[src/rtl/agc_cdu_counter_if_if.sv]
// Signal bundle between the AGC/host side and the CDU counter interface block.
// master drives pulses and host writes; slave is the counter block itself.
interface agc_cdu_counter_if_if;
  logic        ATpPGH;
  logic        ATmPGH;
  logic        mode_we;
  logic [2:0]  mode_wdata;
  logic        cnt_we;
  logic [14:0] cnt_wdata;
  logic        CLOCKH;
  logic        AGCCA;
  logic        AGCZ;
  logic        AGCEEC;
  logic [14:0] cnt;
  logic        pend_err;

  modport master (
    output ATpPGH, ATmPGH, mode_we, mode_wdata, cnt_we, cnt_wdata,
    input  CLOCKH, AGCCA, AGCZ, AGCEEC, cnt, pend_err
  );

  modport slave (
    input  ATpPGH, ATmPGH, mode_we, mode_wdata, cnt_we, cnt_wdata,
    output CLOCKH, AGCCA, AGCZ, AGCEEC, cnt, pend_err
  );
endinterface

[src/rtl/agc_cdu_counter_if.sv]
// AGC-side CDU interface: CLOCKH generation, moding discretes, and a 15-bit angle
// counter fed by synchronised ATpPGH/ATmPGH pulses through a signed pending register.
module agc_cdu_counter_if #(
  parameter int unsigned CLKH_DIV = 2000,
  parameter int unsigned CLKH_LOW = 301,
  parameter int unsigned MCT_DIV  = 1200,
  parameter int unsigned PEND_W   = 4
) (
  input logic              clk,
  input logic              rst,
  agc_cdu_counter_if_if.slave bus
);

  localparam int unsigned DivW  = $clog2(CLKH_DIV);
  localparam int unsigned TickW = $clog2(MCT_DIV);
  localparam int unsigned PW    = PEND_W + 2;

  localparam logic signed [PW-1:0] One    = PW'(1);
  localparam logic signed [PW-1:0] PendHi = PW'((2 ** (PEND_W - 1)) - 1);
  localparam logic signed [PW-1:0] PendLo = PW'(-(2 ** (PEND_W - 1)));

  logic [DivW-1:0]          div_q, div_d;
  logic [TickW-1:0]         tick_q, tick_d;
  logic                     clockh_q, clockh_d;
  logic [2:0]               mode_q, mode_d;   // {AGCEEC, AGCZ, AGCCA}
  logic [2:0]               sync_p_q, sync_p_d;
  logic [2:0]               sync_m_q, sync_m_d;
  logic [14:0]              cnt_q, cnt_d;
  logic signed [PEND_W-1:0] pend_q, pend_d;
  logic                     err_q, err_d;

  logic                 tick, p_edge, m_edge, zero, service, ovf;
  logic signed [PW-1:0] pend_ext, edge_dt, tick_dt, pend_sum, pend_keep;

  always_comb begin
    div_d    = (div_q == DivW'(CLKH_DIV - 1)) ? '0 : div_q + DivW'(1);
    clockh_d = (div_q >= DivW'(CLKH_LOW));

    tick   = (tick_q == TickW'(MCT_DIV - 1));
    tick_d = tick ? '0 : tick_q + TickW'(1);

    mode_d   = bus.mode_we ? bus.mode_wdata : mode_q;
    zero     = ~mode_q[1];

    sync_p_d = {sync_p_q[1:0], bus.ATpPGH};
    sync_m_d = {sync_m_q[1:0], bus.ATmPGH};
    p_edge   = sync_p_q[1] & ~sync_p_q[2];
    m_edge   = sync_m_q[1] & ~sync_m_q[2];

    edge_dt = '0;
    if (p_edge && !m_edge) begin
      edge_dt = One;
    end else if (m_edge && !p_edge) begin
      edge_dt = -One;
    end

    // A host load in a tick cycle swallows the whole service, pend included.
    service = tick & ~bus.cnt_we & (pend_q != '0);
    tick_dt = '0;
    if (service) begin
      tick_dt = pend_q[PEND_W-1] ? One : -One;
    end

    pend_ext  = PW'(pend_q);
    pend_sum  = pend_ext + edge_dt + tick_dt;
    pend_keep = pend_ext + tick_dt;
    // Saturation judged on the combined result; only the edge is ever dropped.
    ovf       = (edge_dt != '0) && ((pend_sum > PendHi) || (pend_sum < PendLo));

    pend_d = ovf ? pend_keep[PEND_W-1:0] : pend_sum[PEND_W-1:0];
    err_d  = err_q | ovf;

    cnt_d = cnt_q;
    if (bus.cnt_we) begin
      cnt_d = bus.cnt_wdata;
    end else if (service) begin
      cnt_d = pend_q[PEND_W-1] ? cnt_q - 15'd1 : cnt_q + 15'd1;
    end

    if (zero) begin
      cnt_d  = '0;
      pend_d = '0;
      err_d  = 1'b0;
    end
  end

  always_ff @(posedge clk) begin
    if (rst) begin
      div_q    <= '0;
      tick_q   <= '0;
      clockh_q <= 1'b0;
      mode_q   <= 3'b101;
      sync_p_q <= '0;
      sync_m_q <= '0;
      cnt_q    <= '0;
      pend_q   <= '0;
      err_q    <= 1'b0;
    end else begin
      div_q    <= div_d;
      tick_q   <= tick_d;
      clockh_q <= clockh_d;
      mode_q   <= mode_d;
      sync_p_q <= sync_p_d;
      sync_m_q <= sync_m_d;
      cnt_q    <= cnt_d;
      pend_q   <= pend_d;
      err_q    <= err_d;
    end
  end

  assign bus.CLOCKH   = clockh_q;
  assign bus.AGCCA    = mode_q[0];
  assign bus.AGCZ     = mode_q[1];
  assign bus.AGCEEC   = mode_q[2];
  assign bus.cnt      = cnt_q;
  assign bus.pend_err = err_q;

endmodule
[src/flat_wrapper.sv]
// flat-port wrapper written by rule: the top's interface ports become plain ports
module agc_cdu_counter_if_flat 
#(
  parameter int unsigned CLKH_DIV = 2000,
  parameter int unsigned CLKH_LOW = 301,
  parameter int unsigned MCT_DIV  = 1200,
  parameter int unsigned PEND_W   = 4
)
  (clk, rst, bus_ATpPGH, bus_ATmPGH, bus_mode_we, bus_mode_wdata, bus_cnt_we, bus_cnt_wdata, bus_CLOCKH, bus_AGCCA, bus_AGCZ, bus_AGCEEC, bus_cnt, bus_pend_err);
  agc_cdu_counter_if_if bus_i ();
  input logic clk;
  input logic rst;
  input wire logic [$bits(bus_i.ATpPGH)-1:0] bus_ATpPGH;
  input wire logic [$bits(bus_i.ATmPGH)-1:0] bus_ATmPGH;
  input wire logic [$bits(bus_i.mode_we)-1:0] bus_mode_we;
  input wire logic [$bits(bus_i.mode_wdata)-1:0] bus_mode_wdata;
  input wire logic [$bits(bus_i.cnt_we)-1:0] bus_cnt_we;
  input wire logic [$bits(bus_i.cnt_wdata)-1:0] bus_cnt_wdata;
  output wire logic [$bits(bus_i.CLOCKH)-1:0] bus_CLOCKH;
  output wire logic [$bits(bus_i.AGCCA)-1:0] bus_AGCCA;
  output wire logic [$bits(bus_i.AGCZ)-1:0] bus_AGCZ;
  output wire logic [$bits(bus_i.AGCEEC)-1:0] bus_AGCEEC;
  output wire logic [$bits(bus_i.cnt)-1:0] bus_cnt;
  output wire logic [$bits(bus_i.pend_err)-1:0] bus_pend_err;
  assign bus_i.ATpPGH = bus_ATpPGH;
  assign bus_i.ATmPGH = bus_ATmPGH;
  assign bus_i.mode_we = bus_mode_we;
  assign bus_i.mode_wdata = bus_mode_wdata;
  assign bus_i.cnt_we = bus_cnt_we;
  assign bus_i.cnt_wdata = bus_cnt_wdata;
  assign bus_CLOCKH = bus_i.CLOCKH;
  assign bus_AGCCA = bus_i.AGCCA;
  assign bus_AGCZ = bus_i.AGCZ;
  assign bus_AGCEEC = bus_i.AGCEEC;
  assign bus_cnt = bus_i.cnt;
  assign bus_pend_err = bus_i.pend_err;
  agc_cdu_counter_if #(.CLKH_DIV(CLKH_DIV), .CLKH_LOW(CLKH_LOW), .MCT_DIV(MCT_DIV), .PEND_W(PEND_W)) u_core (.clk(clk), .rst(rst), .bus(bus_i));
endmodule
[config.mk]
export PLATFORM = sky130hd
export DESIGN_NAME = agc_cdu_counter_if_flat
export DESIGN_NICKNAME = d
export VERILOG_FILES = /design/src/rtl/agc_cdu_counter_if_if.sv /design/src/rtl/agc_cdu_counter_if.sv /design/src/flat_wrapper.sv
export SDC_FILE = /design/constraint.sdc
export NUM_CORES = 1
export LEC_CHECK = 0
export ABC_AREA = 1
export CORE_MARGIN = 1
export CORE_UTILIZATION = 41
export DETAILED_ROUTE_END_ITERATION = 12
export GPL_TIMING_DRIVEN = 0
export PLACE_DENSITY_LB_ADDON = 0.05
export SETUP_SLACK_MARGIN = 0.5
export SYNTH_ARGS = -nofsm -noshare
export SYNTH_HDL_FRONTEND = slang
export SYNTH_SLANG_ARGS = --single-unit
[constraint.sdc]
create_clock -name clk -period 5 [get_ports clk]
set_input_delay 1.5 -clock clk [delete_from_list [all_inputs] [get_ports clk]]
set_output_delay 1.5 -clock clk [all_outputs]
set_load 0.03 [all_outputs]
; Yosys cells after proc, flatten, opt, wreduce, memory -nomap -nowiden
; Cells that the tools add are included.
; Widths: inputs -> output; s select.
[word_totals]
register_bits = 52
output_inout_bits = 20
word_cells = 50
[op_classes]
n_addsub = 7
n_lt_le_gt_ge = 3
n_eq_ne = 2
n_mux = 8
n_bitwise = 9
n_reduce_logical = 12
[ops]
columns = op, n
row1 = $mux 15, 3
row2 = $mux 6, 4
row3 = $add 11x1->11 const B, 2
row4 = $eq 11x11->1 const B, 2
row5 = $add 15x1->15 const B, 1
row6 = $sub 15x1->15 const B, 1
row7 = $ge 11x9->1 const B, 1
row8 = $add 4x6->6, 1
row9 = $add 6x6->6, 1
row10 = $gt 6x4->1 const B, 1
row11 = $lt 6x4->1 const B, 1
row12 = $reduce_bool 6->1, 1
row13 = $reduce_or 2->1, 3
row14 = $add 4x4->4, 1
row15 = $and 1x1->1, 4
row16 = $mux 4, 1
row17 = $not 1->1, 4
row18 = $reduce_bool 4->1, 1
row19 = $logic_and 1x1->1, 3
row20 = $logic_not 1->1, 2
row21 = $reduce_bool 2->1, 1
row22 = $logic_or 1x1->1, 1
row23 = $or 1x1->1, 1

; Logic depth before layout (Yosys ltp)
; Gate-level depths: netlist of the first run.
[depth]
word_depth = 12
ltp_mapped = 19
mapped_depth_nobuf = 19

; Worst setup path after synthesis of the first run
; Ideal clock, no wire load.
[synth_path]
path_kind = input port to flip-flop
startpoint = in bus_cnt_we
endpoint = reg u_core.pend_q[3]
setup_ps = 113
arrival_ps = 4165
slack_ps = 722
stages = 14
path_cell_list = buf_2 -> inv_2 -> nand3_2 -> nor2_1 -> inv_1 -> fa_1 -> inv_1 -> fa_1 -> xor2_1 -> nor2_1 -> a21oi_4 -> o21ai_2 -> nor2_1 -> nor2_1
[synth_via]
elab_chain_cells = 9
word_cells_on_any_way = 11
classes_between = add/sub (2) / order compare (2) / mux (2) / bitwise (3) / reduce/logical (2)
[synth_rtl]
columns = item, line
row1 = "start, declared", flat_wrapper.sv:17  ; input wire logic [$bits(bus_i.cnt_we)-1:0] bus_cnt_we;
row2 = $not 1->1 (*), agc_cdu_counter_if.sv:58  ; service = tick & ~bus.cnt_we & (pend_q != '0);
row3 = $and 1x1->1 (*) (2 in a row), agc_cdu_counter_if.sv:58
row4 = $mux 6 (*), agc_cdu_counter_if.sv:60  ; if (service) begin
row5 = $add 6x6->6, agc_cdu_counter_if.sv:65  ; pend_sum = pend_ext + edge_dt + tick_dt;
row6 = $gt 6x4->1 or $lt 6x4->1 (tied branches), agc_cdu_counter_if.sv:68  ; ovf = (edge_dt != '0) && ((pend_sum > PendHi) || (pend_sum < PendLo));
row7 = $logic_or 1x1->1, agc_cdu_counter_if.sv:68
row8 = $logic_and 1x1->1, agc_cdu_counter_if.sv:68
row9 = $mux 4 (*), agc_cdu_counter_if.sv:70  ; pend_d = ovf ? pend_keep[PEND_W-1:0] : pend_sum[PEND_W-1:0];
row10 = "end signal, assigned", agc_cdu_counter_if.sv:106  ; pend_q <= pend_d;
row11 = "end, declared", agc_cdu_counter_if.sv:29  ; logic signed [PEND_W-1:0] pend_q, pend_d;
; Every way passes the cells marked *; elsewhere a longest branch is shown, timed or not.
; A chain may end at the register's enable or synchronous reset.

; Worst setup path after layout of the first run
[layout_path]
startpoint = in bus_cnt_we
endpoint = reg u_core.pend_q[1]
; The elaborated chain is that of the path after synthesis.

==> results of run 1 <==
## through the flow
stage / cells / hold WS (ns) / setup slack (ns)
6_report: 650 / 0.403 / 0.815
5_1_grt: 650 / 0.436 / 0.517
4_1_cts: 650 / 0.405 / 0.626
3_5_place_dp: 642 / 0.396 / 0.296
3_3_place_gp: 642 / 0.389 / 0.305
2_1_floorplan: 499 / 0.388 / 0.722
## Yosys cell counts (2+ instances only)
master / number / area [µm²]
nand2_1: 121 / 454
inv_1: 74 / 278
nor2_1: 59 / 221
dfxtp_1: 52 / 1040
nand3_1: 43 / 215
a21oi_1: 33 / 165
ha_1: 24 / 300
nand4_1: 11 / 68.8
o21ai_0: 8 / 40.0
fa_1: 7 / 140
nor3_1: 7 / 35.0
xor2_1: 7 / 61.3
buf_2: 6 / 30.0
xnor2_1: 6 / 52.6
o211ai_1: 4 / 30.0
a211oi_1: 3 / 22.5
nor3b_1: 3 / 22.5
a31oi_1: 2 / 12.5
and2_1: 2 / 12.5
and3_1: 2 / 12.5
inv_2: 2 / 7.51
nand2_2: 2 / 12.5
nor2_2: 2 / 12.5
o21ai_2: 2 / 17.5
or2_0: 2 / 12.5
## layout by cell type (no fill, tap or decap), types with 2 or more instances in the layout
| cell type | synthesis | layout |
|---|---|---|
| xnor2_1 | 6 | 6 |
| a31oi_1 | 2 | 2 |
| nand3_1 | 43 | 43 |
| inv_1 | 74 | 74 |
| nand4_1 | 11 | 11 |
| xor2_1 | 7 | 7 |
| nand2_1 | 121 | 121 |
| and3_1 | 2 | 2 |
| nor3b_1 | 3 | 3 |
| a21oi_1 | 33 | 33 |
| clkdlybuf4s50_1 | 0 | 41 |
| nor2_2 | 2 | 3 |
| nor3_1 | 7 | 7 |
| o21ai_2 | 2 | 2 |
| nor2_1 | 59 | 58 |
| clkbuf_8 | 0 | 5 |
| fa_1 | 7 | 7 |
| buf_2 | 6 | 6 |
| and2_1 | 2 | 2 |
| inv_2 | 2 | 2 |
| a211oi_1 | 3 | 3 |
| dfxtp_1 | 52 | 52 |
| nand2_2 | 2 | 2 |
| ha_1 | 24 | 24 |
| or2_0 | 2 | 2 |
| o211ai_1 | 4 | 4 |
| o21ai_0 | 8 | 8 |
## routing by layer
metal | track usage (%) | vias up | wire (µm) | share of wire (%)
met5 | 0 | - | 0 | 0
met4 | 4.87 | 0 | 124 | 1.5
met3 | 3.58 | 10 | 345 | 4.2
met2 | 34.3 | 68 | 3720 | 46
met1 | 26.0 | 1462 | 3960 | 49
li1 | - | 1696 | - | -
## power by group through the flow
stage	Combinational (W)	Sequential (W)	Clock [W]
after floorplan	0.0000610	0.000450	0
after global placement	0.000110	0.000443	0
after detailed placement	0.000111	0.000443	0
after CTS	0.000112	0.000434	0.000259
after global routing	0.000125	0.000436	0.000269
final	0.000111	0.000434	0.000247
## logic make-up after synthesis
kind of cell	count (synthesis)	share of synthesized area (%)
AO/OA/AOI/OAI	58	10.1
AND/OR/NAND/NOR	261	33.7
flip-flops	52	30.3
adder cells (fa/ha/maj)	31	12.8
XOR/XNOR	13	3.32
buffers and inverters	84	9.70
## registers in the layout, indices dropped and copies added (netlist names)
signal / cells
u_core.bus.CLOCKH: 1
u_core.pend_q: 4
u_core.sync_p_q: 3
u_core.mode_q: 3
u_core.div_q: 11
u_core.sync_m_q: 3
u_core.bus.pend_err: 1
u_core.tick_q: 11
u_core.bus.cnt: 15
## worst max-delay path, cell delays in order
cell	delay (ns)
buf_2	0.16
inv_2	0.20
nand3_2	0.17
nor2_2	0.29
inv_1	0.14
fa_1	0.52
inv_1	0.07
fa_1	0.45
xor2_1	0.26
nand2_1	0.16
o21ai_2	0.27
nand2_1	0.10
a21oi_1	0.13
## worst max path at each step
stage / start / to / slack, ns
finish: bus_cnt_we / u_core.pend_q[1] / 0.81
global route: bus_cnt_we / u_core.pend_q[3] / 0.52
CTS: bus_cnt_we / u_core.pend_q[3] / 0.63
detailed placement: bus_cnt_we / u_core.pend_q[3] / 0.30
global placement: bus_cnt_we / u_core.pend_q[3] / 0.31
floorplan: bus_cnt_we / u_core.pend_q[3] / 0.72
## final cells by class
| cell class | instances | area [µm²] | share of cell area (%) |
|---|---|---|---|
| clock inverter | 2 | 13.8 | 0.339 |
| sequential | 52 | 1040 | 25.7 |
| tap | 102 | 128 | 3.15 |
| buffer | 7 | 41.3 | 1.02 |
| clock buffer | 6 | 72.6 | 1.79 |
| multi-input combinational | 363 | 2060 | 50.8 |
| inverter | 77 | 292 | 7.18 |
| timing repair buffer | 41 | 410 | 10.1 |
==> impl_metrics.csv, run 1 <==
group,metric,value,unit
critical_path,start_kind,"input port",
power,peakVddDrop,0.150,mV
power,p_per_area,195,nW/µm²
routing,initialDrtViolationCount,145,
clock_tree,numClockSinks,52,
global_route,grt_max_degree,17,
clock_tree,ctsHoldBuffers,0,
critical_path,reg2reg_slack,1.09,ns
worst_hold_path,whs_path_depth,2,
clock_tree,clk_path_buf_depth,2,
worst_hold_path,worstHoldStart,"u_core.sync_p_q[0]",
timing,setup_viol,0,
worst_hold_path,hold_class,"flop to flop",
logic_synthesis,synth_nets,554,
clock_tree,cts_tree,"yes",
power,p_int,0.000573,W
floorplan,io_pins,44,
cells_and_area,diodes,0,
clock_tree,cts_post_setup_buffers_inserted,0,
logic_synthesis,synth-edff-count,0,
floorplan,coreArea,7930,µm²
timing,drv_slew,0,
worst_hold_path,min_to,"u_core.sync_p_q[1]",
cells_and_area,area_delta_synth_final,18.3,%
critical_path,crit_path_end_kind,"flop",
global_route,gr-total-overflow,0,
clock_tree,cts_root_buffer,"clkbuf_8",
clock_tree,cts-htree-levels,2,
floorplan,dieArea,8740,µm²
power,fin_total_pwr,0.000792,W
routing,drt-total-wl,8150,µm
power,combPwrFrac,14.0,%
timing,fmax,239,MHz
cells_and_area,utilization,51.2,%
clock_tree,path_clk_slew,0.10,ns
global_route,grt_pass1_vias,3058,
place,place_congestion,0.837,
critical_path,crit-reg2reg-launch,"u_core.pend_q[3]",
global_route,grt_use_total,20.0,%
clock_tree,clock_latency,0.31,ns
logic_synthesis,synth_cell_types,40,
cells_and_area,final_nets,602,
floorplan,chipWidth,93.5,µm
critical_path,cp_data_required_time,5.25,ns
power,clkPwrFrac,31.2,%
critical_path,cp.arrival,4.43,ns
timing,post-route-period-util,83.7,%
place,io_buffers,41,
timing,worst-slew-pin-transition,0.704,ns
routing,ant_nets,0,
floorplan,die_y,93.5,µm
critical_path,r2r_cells,13,
global_route,grt_first_pass_wirelength,13900,µm
logic_synthesis,syn_inst,499,
global_route,grt_antenna_before_repair,0,
logic_synthesis,syn_area,3430,µm²
critical_path,cp_max_fo,10,
clock_tree,cts_resized,0,
routing,first_pass_iters,4,
timing,period_minus_slack,4.19,ns
floorplan,start_util,43.3,%
clock_tree,cts_made_buffers,5,
timing,skew,0.00711,ns
routing,vias,3236,
critical_path,r2r_end,"u_core.pend_q[1]",
place,dp_hpwl,6370,µm
routing,drt-wirelength-per-cell,12.5,µm
place,postPlaceCellArea,3970,µm²
floorplan,num_rows,32,
logic_synthesis,synth_top_flop_cell,"dfxtp_1",
logic_synthesis,ys_seq_area_share,30.3,%
timing,rsz0062_at_grt,"false",
outcome,status,"complete, no violations",
logic_synthesis,yosysWarnings,0,
power,p_leak,1.89,nW
timing,setup_tns,0,ns
routing,drc,0,
logic_synthesis,ys_seq_elements,52,
cells_and_area,drive_gt1_share,6.02,%
logic_synthesis,synth-async-reset-ratio,0,%
power,netSwitchingPower,0.000218,W
cells_and_area,nFillCells,838,
cells_and_area,stdcell_area,4060,µm²
job,drv_cap,0,
timing,finalHoldViolations,0,
critical_path,worst-setup-path-type,"input port to flop",
power,switching_share,27.6,%
logic_synthesis,postSynthAreaPerCell,6.88,µm²
timing,relSlewSlack,53.0,%
routing,vias_per_cell,4.98,
power,p_seq_share,54.8,%
No activity file was read; power rests on OpenSTA's default activity.
==> inputs of run 2 (changes only) <==
==> constraint.sdc (replaced) <==
create_clock -name clk -period 3.95 [get_ports clk]
set_input_delay 1.185 -clock clk [delete_from_list [all_inputs] [get_ports clk]]
set_output_delay 1.185 -clock clk [all_outputs]
set_load 0.03 [all_outputs]
==> run 2 against run 1 <==
Against the previous run: critical path type unchanged; via count shrank 0.65%; non-clock buffer count increased by 3; die area unchanged; clock power grew 42%; cell count up 0.46%; sequential share of layout area decreased by 0.78 points; worst setup slack got worse by 0.15 ns; global-route usage is 0.66 points lower; total power up 32%; largest cell class unchanged.
==> impl_metrics.csv, run 2 (same netlist as run 1, synthesis figures left out) <==
group,metric,value,unit
timing,setup_viol,0,
routing,ant_nets,0,
global_route,grt_max_degree,20,
worst_hold_path,min_to,"u_core.sync_p_q[1]",
power,p_seq_share,52.4,%
cells_and_area,diodes,0,
power,p_per_area,249,nW/µm²
outcome,status,"complete, no violations",
clock_tree,cts_root_buffer,"clkbuf_8",
clock_tree,cts_made_buffers,5,
place,dp_hpwl,6250,µm
power,clkPwrFrac,33.5,%
critical_path,r2r_end,"u_core.pend_q[3]",
place,place_congestion,0.871,
worst_hold_path,worstHoldStart,"u_core.sync_p_q[0]",
critical_path,crit_path_end_kind,"flop",
timing,rsz0062_at_grt,"false",
power,netSwitchingPower,0.000310,W
clock_tree,clock_latency,0.32,ns
timing,setup_tns,0,ns
routing,initialDrtViolationCount,99,
global_route,grt_pass1_vias,2938,
place,io_buffers,41,
cells_and_area,drive_gt1_share,8.53,%
routing,first_pass_iters,4,
timing,skew,0.00781,ns
floorplan,coreArea,7930,µm²
global_route,gr-total-overflow,0,
cells_and_area,stdcell_area,4200,µm²
critical_path,worst-setup-path-type,"input port to flop",
cells_and_area,final_nets,605,
worst_hold_path,whs_path_depth,2,
clock_tree,cts_tree,"yes",
routing,drc,0,
timing,post-route-period-util,83.2,%
global_route,grt_antenna_before_repair,0,
power,p_leak,1.92,nW
floorplan,chipWidth,93.5,µm
timing,finalHoldViolations,0,
floorplan,die_y,93.5,µm
cells_and_area,final_cell_mix,"nand2_1 (119), inv_1 (73), nor2_1 (57)",
floorplan,dieArea,8740,µm²
timing,fmax,304,MHz
power,switching_share,29.6,%
cells_and_area,final_common_cell,"nand2_1",
critical_path,cp_data_required_time,4.21,ns
critical_path,cp.arrival,3.55,ns
timing,drv_slew,0,
floorplan,io_pins,44,
timing,period_minus_slack,3.29,ns
critical_path,r2r_cells,18,
cells_and_area,area_delta_synth_final,22.4,%
clock_tree,cts-htree-levels,2,
floorplan,start_util,43.3,%
timing,worst-slew-pin-transition,0.474,ns
routing,drt-wirelength-per-cell,12.3,µm
power,peakVddDrop,0.128,mV
clock_tree,numClockSinks,52,
clock_tree,ctsHoldBuffers,0,
job,drv_cap,0,
clock_tree,path_clk_slew,0.11,ns
timing,hold_ws,0.410,ns
critical_path,cp_max_fo,10,
power,p_int,0.000737,W
floorplan,num_rows,32,
critical_path,reg2reg_slack,0.75,ns
routing,vias_per_cell,4.92,
global_route,grt_first_pass_wirelength,13400,µm
timing,relSlewSlack,68.3,%
cells_and_area,largest_reg_flops,15,
routing,drt-total-wl,8030,µm
clock_tree,clk_path_buf_depth,2,
critical_path,start_kind,"input port",
worst_hold_path,hold_class,"flop to flop",
global_route,grt_use_total,19.4,%
power,combPwrFrac,14.1,%
place,postPlaceCellArea,4050,µm²
routing,vias,3215,
critical_path,crit-reg2reg-launch,"u_core.tick_q[0]",
run 2: what timing repair did:
action,in CTS,in global routing
resized for setup,1,5
setup buffers,0,3
pin swaps,0,4
endpoints found under the setup margin,5,5
run 2: cell type report:
type	instances	area, µm²
Fill cell	797	3730
Multi-Input combinational cell	363	2130
Sequential cell	52	1040
Timing Repair Buffer	44	433
Inverter	77	304
Tap cell	102	128
Clock buffer	5	68.8
Buffer	7	56.3
Clock inverter	3	33.8
run 2: power groups by stage:
stage                     Sequential, W  Clock, W  Combinational, W
after floorplan                0.000570         0         0.0000833
after global placement         0.000561         0          0.000146
after detailed placement       0.000561         0          0.000147
final                          0.000549  0.000351          0.000148
after CTS                      0.000549  0.000364          0.000148
after global routing           0.000551  0.000380          0.000164
run 2: metal layers:
metal	global-route usage [%]	vias to the layer above	share of wire [%]
met5	0	-	0
met4	5.77	0	1.2
met3	3.50	7	5.9
met2	32.0	66	45
met1	25.7	1430	48
li1	-	1712	-
run 2: worst max path at each step:
| stage | depth (start not counted) | end | from |
|---|---|---|---|
| 2_1_floorplan | 15 | u_core.pend_q[3] | bus_cnt_we |
| 3_3_place_gp | 15 | u_core.pend_q[3] | u_core.pend_q[3] |
| 3_5_place_dp | 13 | u_core.pend_q[3] | u_core.pend_q[3] |
| 4_1_cts | 13 | u_core.pend_q[3] | u_core.pend_q[3] |
| 5_1_grt | 17 | u_core.pend_q[3] | bus_cnt_we |
| 6_report | 17 | u_core.pend_q[3] | bus_cnt_we |
run 2: critical path: stages:
cell	delay (ns)
buf_12	0.12
clkinv_8	0.07
nand3_4	0.10
nor2_4	0.15
inv_2	0.07
fa_1	0.50
inv_1	0.07
fa_2	0.44
nand2_1	0.08
nand3_1	0.09
nand2_2	0.09
nor2_2	0.06
a21oi_4	0.21
o21ai_4	0.11
nand2_1	0.07
nand2_1	0.04
nor2_1	0.08
run 2: metrics by stage:
stage / std cells / setup slack [ns] / power (W) / utilization (%)
6_report: 653 / 0.663 / 0.00105 / 53.0
5_1_grt: 653 / 0.489 / 0.00109 / 53.0
4_1_cts: 650 / 0.536 / 0.00106 / 52.4
3_5_place_dp: 642 / 0.199 / 0.000708 / 51.1
3_3_place_gp: 642 / 0.236 / 0.000707 / 51.1
2_1_floorplan: 499 / 0.439 / 0.000653 / -
==> inputs of run 3 (changes only) <==
==> constraint.sdc (replaced) <==
create_clock -name clk -period 2.8 [get_ports clk]
set_input_delay 0.84 -clock clk [delete_from_list [all_inputs] [get_ports clk]]
set_output_delay 0.84 -clock clk [all_outputs]
set_load 0.03 [all_outputs]
==> run 3 against run 2 <==
Against the previous run: the run now ends with setup timing left; cell count increased by 1.4%; utilization rose by 1.6 points; register-to-register slack got worse by 0.99 ns; global-route usage grew 0.67 points; total power up 40%; wire length grew 3.4%; combinational power rose by 51%; count of clock-buffer cells in the layout stayed put; non-clock buffer count increased by 9; critical path depth down 1; die area unchanged; critical endpoint is now u_core.pend_q[0].
==> impl_metrics.csv, run 3 (same netlist as run 1, synthesis figures left out) <==
group,metric,value,unit
critical_path,crit_start,"u_core.tick_q[0]",
routing,first_pass_iters,4,
cells_and_area,largest_reg_flops,15,
cells_and_area,final_common_cell,"nand2_1",
global_route,gr-total-overflow,0,
cells_and_area,area_delta_synth_final,26.2,%
power,p_per_area,339,nW/µm²
timing,hold_ws,0.407,ns
global_route,grt_antenna_before_repair,0,
floorplan,chipWidth,93.5,µm
floorplan,die_y,93.5,µm
job,drv_cap,0,
clock_tree,ctsHoldBuffers,0,
cells_and_area,diodes,0,
timing,relSlewSlack,66.8,%
critical_path,worst-setup-path-type,"flop to flop",
critical_path,start_kind,"flop",
floorplan,start_util,43.3,%
floorplan,coreArea,7930,µm²
clock_tree,cts_root_buffer,"clkbuf_8",
critical_path,crit_path_end_kind,"flop",
timing,worst-slew-pin-transition,0.496,ns
place,place_congestion,0.854,
global_route,grt_use_total,20.0,%
routing,vias,3294,
cells_and_area,drive_gt1_share,12.1,%
worst_hold_path,worstHoldStart,"u_core.sync_m_q[0]",
critical_path,crit_slowest_cell,"fa_1",
critical_path,path_cells,"ha_4, nand4_4, nor2_4, nand3_4, nor2_4, fa_1, ha_2, fa_2, nand2_2, nand3_2, nand2_2, nor2_2, a21oi_4, buf_4, o211ai_1, a21oi_1",
place,io_buffers,41,
power,peakVddDrop,0.253,mV
floorplan,io_pins,44,
clock_tree,cts_tree,"yes",
global_route,grt_first_pass_wirelength,13900,µm
cells_and_area,final_nets,614,
timing,finalWorstSetupSlack,-0.239,ns
floorplan,num_rows,32,
worst_hold_path,hold_class,"flop to flop",
power,fin_total_pwr,0.00147,W
clock_tree,cts-htree-levels,2,
clock_tree,clk_path_buf_depth,2,
clock_tree,path_clk_slew,0.11,ns
critical_path,crit-reg2reg-launch,"u_core.tick_q[0]",
place,dp_hpwl,6300,µm
floorplan,dieArea,8740,µm²
outcome,violations,"setup timing",
timing,post-route-period-util,109,%
clock_tree,cts_made_buffers,5,
critical_path,crit_buf_inv,1,
power,p_leak,1.97,nW
global_route,grt_max_degree,19,
timing,rsz0062_at_grt,"true",
routing,drt-total-wl,8300,µm
critical_path,cp_data_required_time,3.05,ns
routing,vias_per_cell,4.98,
outcome,status,"finished, violations left",
routing,drc,0,
timing,skew,0.00552,ns
critical_path,cp_max_fo,4,
timing,fmax,329,MHz
critical_path,cp.arrival,3.29,ns
timing,drv_slew,0,
timing,setup_viol,5,
routing,initialDrtViolationCount,106,
routing,drt-wirelength-per-cell,12.5,µm
clock_tree,clock_latency,0.31,ns
global_route,grt_pass1_vias,3080,
clock_tree,numClockSinks,52,
timing,finalHoldViolations,0,
critical_path,cp_slowest_stage_delay,0.45,ns
routing,ant_nets,0,
cells_and_area,final_cell_mix,"nand2_1 (116), inv_1 (72), nor2_1 (57)",
critical_path,critical_path.top_delay_family,"adder cells",
timing,period_minus_slack,3.04,ns
## run 3: metal layers
layer	vias to the layer above	part of all wire [%]	global-route usage [%]
li1	1726	-	-
met1	1501	48	26.1
met2	62	47	34.2
met3	5	4.8	4.23
met4	0	0.61	3.85
met5	-	0	0
## run 3: final timing paths
check,endpoint,slack (ns),depth (start not counted)
worst max-delay path,u_core.pend_q[0],-0.24,16
worst min-delay path,u_core.sync_m_q[1],0.41,2
worst max register to register,u_core.pend_q[0],-0.24,16
worst min register to register,u_core.sync_m_q[1],0.41,2
## run 3: tightest hold or removal path, cell delays in order (launching register included)
cell,delay (ns)
dfxtp_1,0.31
inv_1,0.04
nor2_1,0.03
## run 3: area by class of cell
class                      count  area [µm²]
multi-input combinational    363        2180
fill                         810        3600
buffer                         7        56.3
clock inverter                 3        27.5
timing repair buffer          53         514
tap                          102         128
sequential                    52        1050
clock buffer                   5        68.8
inverter                      77         299
## run 3: power by group
| group | internal (W) | switching, W | total (W) |
|---|---|---|---|
| clock | 0.000184 | 0.000286 | 0.000471 |
| sequential | 0.000758 | 0.0000155 | 0.000773 |
| combinational | 0.000101 | 0.000123 | 0.000224 |
## run 3: through the flow
stage	instance area, µm²	setup WS (ns)	cells	setup TNS [ns]	utilization, %
after global placement	4050	-0.580	642	-2.74	51.1
after floorplan	3510	-0.365	499	-1.75	-
after CTS	4260	-0.234	658	-0.868	53.7
after detailed placement	4050	-0.617	642	-2.93	51.1
final	4330	-0.239	662	-1.02	54.6
after global routing	4330	-0.443	662	-1.99	54.6
## run 3: repair_timing
item | 4_1_cts | 5_1_grt
buffers inserted | 8 | 4
setup endpoints to repair | 7 | 7
gates resized for setup | 15 | 8
pin swaps | 13 | 6
